===== src/rtl/ps2_pkg.sv =====
// Shared PS/2 definitions: host-transmitter states, error codes and common keyboard commands.
// Imported by the line synchroniser and the host transmitter.
package ps2_pkg;

   typedef enum logic [3:0] {
      TX_IDLE,
      TX_INHIBIT,
      TX_REQ,
      TX_WAIT_FIRST,
      TX_SHIFT,
      TX_ACK,
      TX_WAIT_IDLE,
      TX_DONE,
      TX_ERR
   } ps2_tx_state_t;

   typedef enum logic [1:0] {
      ERR_NONE     = 2'b00,
      ERR_START_TO = 2'b01,
      ERR_XFER_TO  = 2'b10,
      ERR_NACK     = 2'b11
   } ps2_tx_err_t;

   localparam logic [7:0] PS2_CMD_SET_LEDS = 8'hED;
   localparam logic [7:0] PS2_CMD_RESET    = 8'hFF;

   // Data held low together with clock after the inhibit period (request-to-send).
   localparam int PS2_REQ_CYC = 16;

   function automatic logic ps2_odd_parity(input logic [7:0] data);
      return ~^data;
   endfunction

endpackage


===== src/rtl/ps2_line_sync.sv =====
// One PS/2 line: two-flop synchroniser, stability filter and a registered falling-edge pulse.
// The filtered level only follows the pad after it has been steady for FILTER_LEN cycles.
module ps2_line_sync #(
   parameter int FILTER_LEN = 8
) (
   input  logic clk_i,
   input  logic rst_i,
   input  logic line_i,
   output logic line_o,
   output logic fall_o
);

   localparam int CW = $clog2(FILTER_LEN) + 1;

   logic [1:0]    sync_q;
   logic [CW-1:0] stable_cnt;

   // Idle PS/2 lines float high, so every stage resets to 1.
   always_ff @(posedge clk_i or posedge rst_i) begin
      if (rst_i) begin
         sync_q     <= 2'b11;
         stable_cnt <= '0;
         line_o     <= 1'b1;
         fall_o     <= 1'b0;
      end else begin
         sync_q <= {sync_q[0], line_i};
         fall_o <= 1'b0;
         if (sync_q[1] == line_o) begin
            stable_cnt <= '0;
         end else if (stable_cnt == CW'(FILTER_LEN - 1)) begin
            line_o     <= sync_q[1];
            stable_cnt <= '0;
            fall_o     <= ~sync_q[1];
         end else begin
            stable_cnt <= stable_cnt + 1'b1;
         end
      end
   end

endmodule


===== src/rtl/ps2_host_tx.sv =====
// Host-to-device PS/2 transmitter: inhibits the bus, requests to send, then shifts one command
// byte out on device-generated clock edges and checks the device ACK.
module ps2_host_tx
   import ps2_pkg::*;
#(
   parameter int INHIBIT_CYC  = 6000,
   parameter int START_TO_CYC = 750000,
   parameter int XFER_TO_CYC  = 100000,
   parameter int FILTER_LEN   = 8
) (
   input  logic       clk_i,
   input  logic       rst_i,
   input  logic       ps2_clk_i,
   input  logic       ps2_dat_i,
   output logic       ps2_clk_oe_o,
   output logic       ps2_dat_oe_o,
   input  logic [7:0] tx_data_i,
   input  logic       tx_valid_i,
   output logic       tx_ready_o,
   output logic       tx_done_o,
   output logic       tx_err_o,
   output logic [1:0] tx_err_code_o,
   output logic       rx_inhibit_o
);

   localparam int TO_MAX  = (START_TO_CYC > XFER_TO_CYC) ? START_TO_CYC : XFER_TO_CYC;
   localparam int TMR_MAX = (TO_MAX > INHIBIT_CYC) ? TO_MAX : INHIBIT_CYC;
   localparam int TW      = $clog2(TMR_MAX + 1);

   localparam logic [TW-1:0] INHIBIT_LAST = TW'(INHIBIT_CYC - 1);
   localparam logic [TW-1:0] REQ_LAST     = TW'(PS2_REQ_CYC - 1);
   localparam logic [TW-1:0] START_LAST   = TW'(START_TO_CYC - 1);
   localparam logic [TW-1:0] XFER_LAST    = TW'(XFER_TO_CYC - 1);

   ps2_tx_state_t state, state_n;
   ps2_tx_err_t   err_code, code_n;
   logic [TW-1:0] timer, timer_n;
   logic [3:0]    edge_cnt, edge_n;
   logic [7:0]    tx_byte, byte_n;
   logic          parity, par_n;
   logic          dat_drive, drive_n;

   logic clk_filt, clk_fall, dat_filt, dat_fall_unused;
   logic xfer_expired;

   ps2_line_sync #(.FILTER_LEN(FILTER_LEN)) u_clk_sync (
      .clk_i  (clk_i),
      .rst_i  (rst_i),
      .line_i (ps2_clk_i),
      .line_o (clk_filt),
      .fall_o (clk_fall)
   );

   ps2_line_sync #(.FILTER_LEN(FILTER_LEN)) u_dat_sync (
      .clk_i  (clk_i),
      .rst_i  (rst_i),
      .line_i (ps2_dat_i),
      .line_o (dat_filt),
      .fall_o (dat_fall_unused)
   );

   assign xfer_expired  = (timer == XFER_LAST);
   assign tx_err_code_o = (state == TX_ERR) ? err_code : ERR_NONE;

   always_ff @(posedge clk_i or posedge rst_i) begin
      if (rst_i) begin
         state     <= TX_IDLE;
         err_code  <= ERR_NONE;
         timer     <= '0;
         edge_cnt  <= '0;
         tx_byte   <= '0;
         parity    <= 1'b0;
         dat_drive <= 1'b0;
      end else begin
         state     <= state_n;
         err_code  <= code_n;
         timer     <= timer_n;
         edge_cnt  <= edge_n;
         tx_byte   <= byte_n;
         parity    <= par_n;
         dat_drive <= drive_n;
      end
   end

   // One shared timer: inhibit/request hold, start timeout, then whole-transfer timeout.
   // Line drives are decoded from the state so reset releases both lines without waiting a clock.
   always_comb begin
      state_n      = state;
      code_n       = err_code;
      timer_n      = timer + 1'b1;
      edge_n       = edge_cnt;
      byte_n       = tx_byte;
      par_n        = parity;
      drive_n      = dat_drive;
      ps2_clk_oe_o = 1'b0;
      ps2_dat_oe_o = 1'b0;
      tx_ready_o   = 1'b0;
      tx_done_o    = 1'b0;
      tx_err_o     = 1'b0;
      rx_inhibit_o = 1'b1;
      case (state)
         TX_IDLE: begin
            tx_ready_o   = 1'b1;
            rx_inhibit_o = 1'b0;
            timer_n      = '0;
            if (tx_valid_i) begin
               byte_n  = tx_data_i;
               par_n   = ps2_odd_parity(tx_data_i);
               code_n  = ERR_NONE;
               state_n = TX_INHIBIT;
            end
         end
         TX_INHIBIT: begin
            ps2_clk_oe_o = 1'b1;
            if (timer == INHIBIT_LAST) begin
               timer_n = '0;
               state_n = TX_REQ;
            end
         end
         TX_REQ: begin
            ps2_clk_oe_o = 1'b1;
            ps2_dat_oe_o = 1'b1;
            if (timer == REQ_LAST) begin
               timer_n = '0;
               state_n = TX_WAIT_FIRST;
            end
         end
         TX_WAIT_FIRST: begin
            ps2_dat_oe_o = 1'b1;
            if (clk_fall) begin
               timer_n = '0;
               edge_n  = '0;
               drive_n = 1'b1;
               state_n = TX_SHIFT;
            end else if (timer == START_LAST) begin
               code_n  = ERR_START_TO;
               state_n = TX_ERR;
            end
         end
         TX_SHIFT: begin
            ps2_dat_oe_o = dat_drive;
            if (xfer_expired) begin
               code_n  = ERR_XFER_TO;
               state_n = TX_ERR;
            end else if (clk_fall) begin
               edge_n = (edge_cnt == 4'hF) ? edge_cnt : edge_cnt + 4'd1;
               if (edge_cnt < 4'd8)       drive_n = ~tx_byte[edge_cnt[2:0]];
               else if (edge_cnt == 4'd8) drive_n = ~parity;
               else                       drive_n = 1'b0;
               if (edge_cnt >= 4'd9) state_n = TX_ACK;
            end
         end
         TX_ACK: begin
            if (xfer_expired) begin
               code_n  = ERR_XFER_TO;
               state_n = TX_ERR;
            end else if (clk_fall) begin
               if (dat_filt) begin
                  code_n  = ERR_NACK;
                  state_n = TX_ERR;
               end else begin
                  state_n = TX_WAIT_IDLE;
               end
            end
         end
         TX_WAIT_IDLE: begin
            if (xfer_expired) begin
               code_n  = ERR_XFER_TO;
               state_n = TX_ERR;
            end else if (clk_filt && dat_filt) begin
               state_n = TX_DONE;
            end
         end
         TX_DONE: begin
            tx_done_o = 1'b1;
            timer_n   = '0;
            state_n   = TX_IDLE;
         end
         TX_ERR: begin
            tx_err_o = 1'b1;
            timer_n  = '0;
            state_n  = TX_IDLE;
         end
         default: begin
            state_n = TX_IDLE;
         end
      endcase
   end

endmodule


===== config.mk =====
export PLATFORM = sky130hd
export DESIGN_NAME = ps2_host_tx
export DESIGN_NICKNAME = d
export VERILOG_FILES = /design/src/rtl/ps2_pkg.sv /design/src/rtl/ps2_line_sync.sv /design/src/rtl/ps2_host_tx.sv
export SDC_FILE = /design/constraint.sdc
export NUM_CORES = 1
export LEC_CHECK = 0
export ABC_AREA = 1
export CAP_MARGIN = 20
export CORE_MARGIN = 2
export CORE_UTILIZATION = 45
export DETAILED_ROUTE_END_ITERATION = 7
export GPL_TIMING_DRIVEN = 0
export PLACE_DENSITY = 0.6
export SETUP_SLACK_MARGIN = 0.1
export SLEW_MARGIN = 10
export SYNTH_ARGS = -nofsm -noshare
export SYNTH_HDL_FRONTEND = slang
export SYNTH_SLANG_ARGS = --single-unit

===== constraint.sdc =====
create_clock -name clk_i -period 2.1 [get_ports clk_i]
set_clock_uncertainty 0.1 [all_clocks]
set_input_delay 0.21 -clock clk_i [delete_from_list [all_inputs] [get_ports clk_i]]
set_output_delay 0.21 -clock clk_i [all_outputs]
set_load 0.1 [all_outputs]

## After elaboration in Yosys (flattened, before gate mapping)

Cells that the tools add are included.

- Add/sub/neg operators: 4
- $mul: 0
- Div/mod/pow operators: 0
- Magnitude comparators: 3
- Equal/unequal tests: 34
- Shift-type cells: 0
- Multiplexer cells: 52
- Bitwise gates (word level): 5
- Reductions and logical operators: 16

Operator list:

| operator | number |
|---|---|
| $mux 4 | 21 |
| $pmux 20 s4 | 1 |
| $mux 20 | 3 |
| $pmux 4 s7 | 1 |
| $eq 4x3->1 const B | 6 |
| $add 20x1->20 const B | 1 |
| $eq 20x13->1 const B | 1 |
| $eq 20x17->1 const B | 1 |
| $eq 20x20->1 const B | 1 |
| $eq 20x4->1 const B | 1 |
| $mux 2 | 8 |
| $ne 2x2->1 const B | 7 |
| $mux 1 | 13 |
| $add 4x1->4 const B | 3 |
| $eq 4x4->1 const B | 3 |
| $ne 3x2->1 const B | 4 |
| $eq 4x2->1 const B | 2 |
| $pmux 2 s4 | 1 |
| $pmux 4 s2 | 1 |
| $reduce_and 8->1 | 1 |
| $reduce_xnor 8->1 | 1 |
| $reduce_and 7->1 | 1 |
| $ne 2x1->1 const B | 3 |
| $ne 3x3->1 const B | 2 |
| 17 further kinds | 27 |

- Bits in registers: 55
- Latch bits: 0
- Bits in writable memories: 0
- ROM bits: 0
- Bits of input ports: 13
- Output and inout bits: 8
- Word-level logic and storage cells: 128
- Memories: 0

## Logic depth before layout (Yosys ltp)

Gate-level depths: netlist of the first run.

- Depth in word-level cells: 7
- Depth in mapped cells: 12
- Gate-level depth less buffers: 11

## Cells and area by module

A second synthesis of the first run with hierarchy kept.

- Cell total of the unflattened synthesis: 445
- Area total of the unflattened synthesis: 3,404.5 um2

Modules (own cells, without submodules):

| module | instances | cells an instance | area each (um2) | sequential area each (um2) |
|---|---|---|---|---|
| ps2_host_tx | 1 | 385 | 2,781.4 | 1,001.0 |
| ps2_line_sync | 2 | 30 | 311.5 | 203.9 |

## Worst setup path after synthesis of the first run

No wires, ideal clock.

- Kind: flip-flop to output port
- From: reg state[1]
- To: out tx_err_code_o[0]
- Arrival time: 4,292 ps
- Required time: 1,790 ps
- Slack: -2,502 ps
- Stages on the path, launching flop included: 6
- Buffers on the path: 0
- Path through: dfrtp_1 nor2_1 inv_2 nor3_1 inv_1 nor2_1

- Longest elaborated chain between the ends: 2

Ends and longest elaborated chain:

| element | RTL line | source |
|---|---|---|
| from (decl) | ps2_host_tx.sv:35 | `ps2_tx_state_t state, state_n;` |
| from (signal assigned) | ps2_host_tx.sv:75 | `state <= state_n;` |
| $eq 4x4->1 | ps2_host_tx.sv:63 | `assign tx_err_code_o = (state == TX_ERR) ? err_code : ERR_NONE;` |
| $mux 2 | ps2_host_tx.sv:63 |  |
| to (decl) | ps2_host_tx.sv:22 | `output logic [1:0] tx_err_code_o,` |

Every way passes these cells.

## Worst setup path in the final report of the first run

Ends and elaborated chain as after synthesis.

==> impl_metrics.py, run 1 <==
metrics = {
    "outcome": {
        "outcome": "completed",
    },
    "worst_setup_path": {
        "cp_data_required_time_ns": 1.79,
        "worstReg2RegEnd": "state[1]",
        "r2r_slack_ns": 0.26,
        "cp.arrival_ns": 1.61,
        "timing_worst_setup_path_type": "flop to output port",
        "ff2ff_path_depth": 10,
        "end_kind": "output port",
        "path_max_fanout": 4,
        "critical_path.reg2reg.startpoint": "timer[0]",
        "element_type_at_the_critical_path_start": "flop",
    },
    "timing": {
        "rsz0062_at_grt": "yes",
        "tightest_slew_ns": 0.776,
        "final-max-slew-violation-count": 0,
        "final_min_period_over_clock_period_pct": 91.6,
        "period_needed_ns": 1.92,
        "setup_viol": 0,
        "slew_headroom_pct": 48.2,
        "hold_viol_final": 0,
        "max_fclk_mhz": 520,
    },
    "clocking": {
        "clock_insertion_delay_worst_skew_ns": 0.33,
        "worst_setup_hold_path_clk_slew_ns": 0.12,
        "cts_root_buf": "sky130_fd_sc_hd__clkbuf_8",
        "cts-buffers-inserted": 5,
        "ctsLongestPathBuffers": 2,
        "clock-sinks": 55,
        "htree_num_levels": 2,
        "tritoncts_clock_tree": "done",
    },
    "logic_synthesis": {
        "mappedNetlistArea_um2": 3340,
        "netlist-cell-type-count": 38,
        "syn-instance-count": 436,
        "yosysTopAreaCellShare_pct": 36.7,
        "synthArstFlopShare_pct": 100,
        "seq_total_area_yosys_pct": 41.5,
        "synth_area_per_cell_um2": 7.65,
        "netlist.top_cell.by_area": "sky130_fd_sc_hd__dfrtp_1",
        "synth_enable_flop_cells": 0,
        "ys.warnings.count": 0,
        "postSynthNetCount": 455,
        "ff_latch_count_synth": 55,
        "netlist_top_cells_area": "sky130_fd_sc_hd__dfrtp_1, sky130_fd_sc_hd__nand2_1, sky130_fd_sc_hd__inv_1, sky130_fd_sc_hd__nand3_1, sky130_fd_sc_hd__nor2_1",
        "synth_ff_type": "sky130_fd_sc_hd__dfrtp_1",
    },
    "floorplanning": {
        "initial_core_utilization_pct": 46.3,
        "floorplan.die.width_um": 90.1,
        "dieArea_um2": 8120,
        "core_region_area_um2": 7210,
        "floorplan.io_pins": 21,
        "die_h_um": 90.1,
        "placementRows": 31,
    },
    "route": {
        "ant_nets": 0,
        "avgViaCountPerCell": 4.87,
        "wl_per_cell_um": 12.6,
        "initialDrtViolationCount": 95,
        "drc": 0,
        "routed_wirelength_um": 7240,
        "detailroute.via_count": 2790,
        "firstDrtPassIters": 4,
    },
    "grt": {
        "grt_first_pass_wirelength_um": 12300,
        "grtUsageTotal_pct": 18.4,
        "first_global_vias": 2688,
        "antenna_found_initial": 0,
        "largest_net_degree_at_the_start_of_global_routing": 35,
        "grt-ovfl-total": 0,
    },
    "hold_path": {
        "min-delay-path-class": "input pin to flop",
        "holdPathEnd": "u_dat_sync.sync_q[0]",
        "worstHoldPathCells": 1,
        "holdCritStartpoint": "ps2_dat_i",
    },
    "final_layout": {
        "finalInstanceArea_um2": 3960,
        "mostFrequentLayoutCell": "sky130_fd_sc_hd__nand2_1",
        "finish.utilization_pct": 54.9,
        "n_antenna_cell": 0,
        "nets_final": 492,
        "area_growth_syn_to_layout_pct": 18.6,
        "post_route_cells_drive_above_1_share_pct": 21.7,
        "layout_common_cells": "sky130_fd_sc_hd__nand2_1, sky130_fd_sc_hd__inv_1, sky130_fd_sc_hd__dfrtp_1",
    },
    "power_and_ir_drop": {
        "power_leakage_nw": 1.97,
        "vdd_drop_max_mv": 0.458,
        "power_density_nw_per_um2": 1000,
    },
    "placement": {
        "portBuffers": 20,
        "place_area_um2": 3730,
        "final_estimated_routing_congestion_in_global_placement": 0.884,
        "detailedPlacementHpwl_um": 5440,
    },
    "run": {
        "cap_violations": 0,
    },
}
==> Yosys cell counts (7+ instances only) <==
cell	number
sky130_fd_sc_hd__inv_1	66
sky130_fd_sc_hd__nand3_1	45
sky130_fd_sc_hd__nor2_1	45
sky130_fd_sc_hd__nor3_1	10
sky130_fd_sc_hd__o21ai_0	15
sky130_fd_sc_hd__nor2_2	7
sky130_fd_sc_hd__xor2_1	10
sky130_fd_sc_hd__nand2_1	96
sky130_fd_sc_hd__nand4_1	8
sky130_fd_sc_hd__inv_2	9
sky130_fd_sc_hd__mux2_2	8
sky130_fd_sc_hd__dfrtp_1	49
==> flip-flops by register name, summed over array words and instances (netlist names), 2 cells and up <==
register	count
timer	20
edge_cnt	4
u_clk_sync.stable_cnt	4
state	4
u_dat_sync.stable_cnt	4
u_clk_sync.sync_q	2
err_code	2
u_dat_sync.sync_q	2
tx_byte	8
==> metal layers <==
metal | global-route usage, % | vias to the layer above | share of wire [%]
met5 | 0 | - | 0
met4 | 4.62 | 0 | 1.1
met3 | 2.93 | 7 | 3.7
met2 | 30.2 | 44 | 47
met1 | 25.6 | 1295 | 48
li1 | - | 1444 | -
==> how the worst max path moves through the flow <==
| stage | start | end | cells after the start |
|---|---|---|---|
| after floorplan | state[1] | tx_err_code_o[0] | 5 |
| after global placement | rst_i | state[2] | 2 |
| after detailed placement | state[2] | ps2_clk_oe_o | 6 |
| after CTS | state[1] | tx_err_code_o[1] | 6 |
| after global routing | timer[0] | timer[16] | 10 |
| final | state[1] | tx_err_code_o[0] | 6 |
==> what timing repair did <==
item,in CTS,in global routing
hold endpoints to repair,0,0
endpoints found under the setup margin,8,11
setup buffers,1,8
gates resized for setup,58,8
gates cloned,0,0
pin swaps,1,2
hold buffers,0,0
==> cells by family after synthesis <==
logic type                 after synthesis  synth area share, %
and+or+nand+nor                        237                 33.9
buffers and inverters                   81                 9.52
DFF                                     55                 41.5
AOI/OAI and AO/OA                       33                 5.92
xor gates and xnor gates                16                 4.20
muxes                                    8                 2.70
adders and majority gates                6                 2.25
==> where the power goes <==
group          internal, mW  total, mW  switching (mW)
registers              1.28       1.44           0.163
logic                 0.669       1.87            1.20
clock network         0.253      0.654           0.401
total                  2.20       3.97            1.77
==> metrics by stage <==
| stage | cells | setup slack [ns] | hold slack (ns) | total power [mW] | setup TNS (ns) |
|---|---|---|---|---|---|
| finish | 573 | 0.176 | 0.171 | 3.97 | 0 |
| global route | 573 | 0.0891 | 0.157 | 4.25 | 0 |
| detailed placement | 556 | -0.521 | 0.247 | 3.16 | -2.62 |
| global placement | 555 | -0.596 | 0.247 | 3.12 | -32.29 |
| floorplan | 436 | -0.424 | 0.114 | 2.75 | -4.41 |
| CTS | 565 | 0.0969 | 0.160 | 3.88 | 0 |
==> area by class of cell <==
class / count / area (um^2)
fillers: 723 / 3260
multi-input cells: 300 / 1710
flip-flops and latches: 55 / 1390
repair buffers: 30 / 322
inverters: 77 / 294
well taps: 99 / 124
clock buffers: 5 / 68.8
clock inverters: 3 / 28.8
plain buffers: 4 / 27.5
==> worst max-delay path: stages (launching register included) <==
cell and delay [ns]:
sky130_fd_sc_hd__dfrtp_2 0.47, sky130_fd_sc_hd__nor2_4 0.14, sky130_fd_sc_hd__inv_2 0.09, sky130_fd_sc_hd__nor3_4 0.19
sky130_fd_sc_hd__inv_2 0.08, sky130_fd_sc_hd__nor2_4 0.13, sky130_fd_sc_hd__buf_12 0.18
(Power assumes the default switching activity.)
==> run 2: changes to the inputs <==
Settings changed: PLACE_DENSITY 0.6 to 0.63.
Clock period 2.1 ns to 1.67 ns, I/O delays scaled along.
==> impl_metrics.py, run 2 (synthesis results as in run 1) <==
metrics = {
    "grt": {
        "first_global_vias": 3089,
        "gr-usage-met1_pct": 28.0,
        "largest_net_degree_at_the_start_of_global_routing": 31,
        "grtUsageTotal_pct": 21.6,
        "grt-ovfl-total": 0,
        "grt_busiest_layer": "met2",
        "grt_first_pass_wirelength_um": 14500,
        "use_met2_pct": 37.1,
        "use_met3_pct": 2.93,
        "antenna_found_initial": 0,
    },
    "worst_setup_path": {
        "cp.arrival_ns": 1.59,
        "critical_path.top_delay_family": "flip-flops",
        "element_type_at_the_critical_path_start": "flop",
        "crit_chain": "nor2_4 -> inv_2 -> nor3_2 -> nor2_2 -> clkinvlp_4 -> buf_12",
        "path_max_fanout": 4,
        "timing.critical_path.slowest_stage_cell": "sky130_fd_sc_hd__dfrtp_2",
        "crit_buf_inv": 3,
        "timing_worst_setup_path_type": "flop to output port",
        "cp_data_required_time_ns": 1.40,
        "end_kind": "output port",
        "critPathMaxStageDelay_ns": 0.46,
    },
    "timing": {
        "final-max-slew-violation-count": 0,
        "hold_viol_final": 0,
        "max_fclk_mhz": 538,
        "period_needed_ns": 1.86,
        "final_critical_path_setup_slack_ns": -0.188,
        "setup_viol": 45,
        "rsz0062_at_grt": "yes",
        "final_min_period_over_clock_period_pct": 111,
        "slew_headroom_pct": 59.7,
        "tightest_slew_ns": 0.603,
        "whs_ns": 0.137,
    },
    "final_layout": {
        "largest_register": "timer",
        "largest_register_ff_count": 20,
        "biggestRegsByFlops": "timer (20), tx_byte (8)",
        "nets_final": 537,
        "mostFrequentLayoutCell": "sky130_fd_sc_hd__nand2_1",
        "post_route_cells_drive_above_1_share_pct": 42.8,
        "fin_cells": 618,
        "n_antenna_cell": 0,
        "area_growth_syn_to_layout_pct": 45.7,
        "layout_common_cells": "sky130_fd_sc_hd__nand2_1, sky130_fd_sc_hd__inv_1, sky130_fd_sc_hd__buf_4, sky130_fd_sc_hd__dfrtp_1, sky130_fd_sc_hd__nor2_1",
        "finish.utilization_pct": 67.4,
        "final.fill_count": 590,
    },
    "floorplanning": {
        "floorplan.io_pins": 21,
        "placementRows": 31,
        "dieArea_um2": 8120,
        "floorplan.die.width_um": 90.1,
        "core_region_area_um2": 7210,
        "die_h_um": 90.1,
        "initial_core_utilization_pct": 46.3,
    },
    "route": {
        "initialDrtViolationCount": 280,
        "ant_nets": 0,
        "avgViaCountPerCell": 5.19,
        "firstDrtPassIters": 5,
        "detailroute.via_count": 3207,
        "routed_wirelength_um": 9050,
        "drc": 0,
        "wl_per_cell_um": 14.6,
    },
    "outcome": {
        "violated_checks": "setup timing",
        "outcome": "finished, violations left",
    },
    "clocking": {
        "cts_root_buf": "sky130_fd_sc_hd__clkbuf_8",
        "worst_setup_hold_path_clk_slew_ns": 0.12,
        "ctsLongestPathBuffers": 2,
        "clock-sinks": 55,
        "tritoncts_clock_tree": "done",
        "htree_num_levels": 2,
        "clock_insertion_delay_worst_skew_ns": 0.32,
        "cts-buffers-inserted": 5,
    },
    "placement": {
        "post-place-cells": 556,
        "pre_cts_slack_ns": -0.911,
        "final_estimated_routing_congestion_in_global_placement": 0.895,
        "detailedPlacementHpwl_um": 5420,
        "portBuffers": 20,
    },
    "power_and_ir_drop": {
        "power_leakage_nw": 2.39,
        "vdd_drop_max_mv": 0.624,
        "power_density_nw_per_um2": 1280,
    },
    "hold_path": {
        "min-delay-path-class": "input pin to flop",
    },
    "run": {
        "cap_violations": 0,
    },
}
-- run 2: repair_timing --
action,CTS,global route
hold buffers,0,0
setup endpoints to repair,39,48
setup buffers,39,12
resized for setup,154,56
pin swaps,25,25
cloned,3,0
-- run 2: power by group --
part           internal (mW)  switching [mW]  leakage [nW]
combinational           1.54            2.00          1.64
clock                  0.320           0.518        0.0519
sequential              1.61           0.236         0.703
-- run 2: area by class of cell --
cell class,count,area [um^2],share of cell area (%)
Multi-Input combinational cell,301,2120,43.6
Sequential cell,55,1400,28.7
Timing Repair Buffer,74,763,15.7
Inverter,77,310,6.38
Tap cell,99,124,2.55
Clock buffer,5,68.8,1.42
Buffer,4,48.8,1.00
Clock inverter,3,33.8,0.695
-- run 2: through the flow --
stage / setup TNS [ns] / power, mW / instance area, um^2
6_report: -4.13 / 6.22 / 4860
5_1_grt: -7.06 / 6.50 / 4860
4_1_cts: -2.29 / 5.88 / 4590
3_5_place_dp: -8.43 / 4.05 / 3780
3_3_place_gp: -7.83 / 4.00 / 3760
2_1_floorplan: -5.81 / 3.55 / 3430
-- run 2: worst paths after layout --
check	start	to	slack [ns]	cells past startpoint
min	ps2_dat_i	u_dat_sync.sync_q[0]	0.14	1
max reg2reg	timer[0]	timer[14]	-0.16	10
min reg2reg	u_clk_sync.sync_q[0]	u_clk_sync.sync_q[1]	0.27	0
max	state[2]	ps2_clk_oe_o	-0.19	6
min in group asynchronous	rst_i	u_dat_sync.stable_cnt[3]	0.15	2
max in group asynchronous	rst_i	u_clk_sync.line_o	0.73	3
-- run 2: worst register-to-register path, cell delays in order (launching register included) --
cell and delay (ns):
sky130_fd_sc_hd__dfrtp_1 0.42, sky130_fd_sc_hd__ha_4 0.19, sky130_fd_sc_hd__nand2_4 0.06, sky130_fd_sc_hd__nor2_4 0.23, sky130_fd_sc_hd__buf_6 0.16, sky130_fd_sc_hd__nand2_4 0.06, sky130_fd_sc_hd__nor3_4 0.15, sky130_fd_sc_hd__nand3_1 0.12
sky130_fd_sc_hd__xor2_1 0.15, sky130_fd_sc_hd__nand2_1 0.05, sky130_fd_sc_hd__inv_1 0.03
-- run 2: routing by layer --
layer  share of wire, %  vias to the layer above
li1                   -                     1540
met1                 43                     1553
met2                 51                       96
met3                4.0                       18
met4                2.1                        0
met5                  0                        -
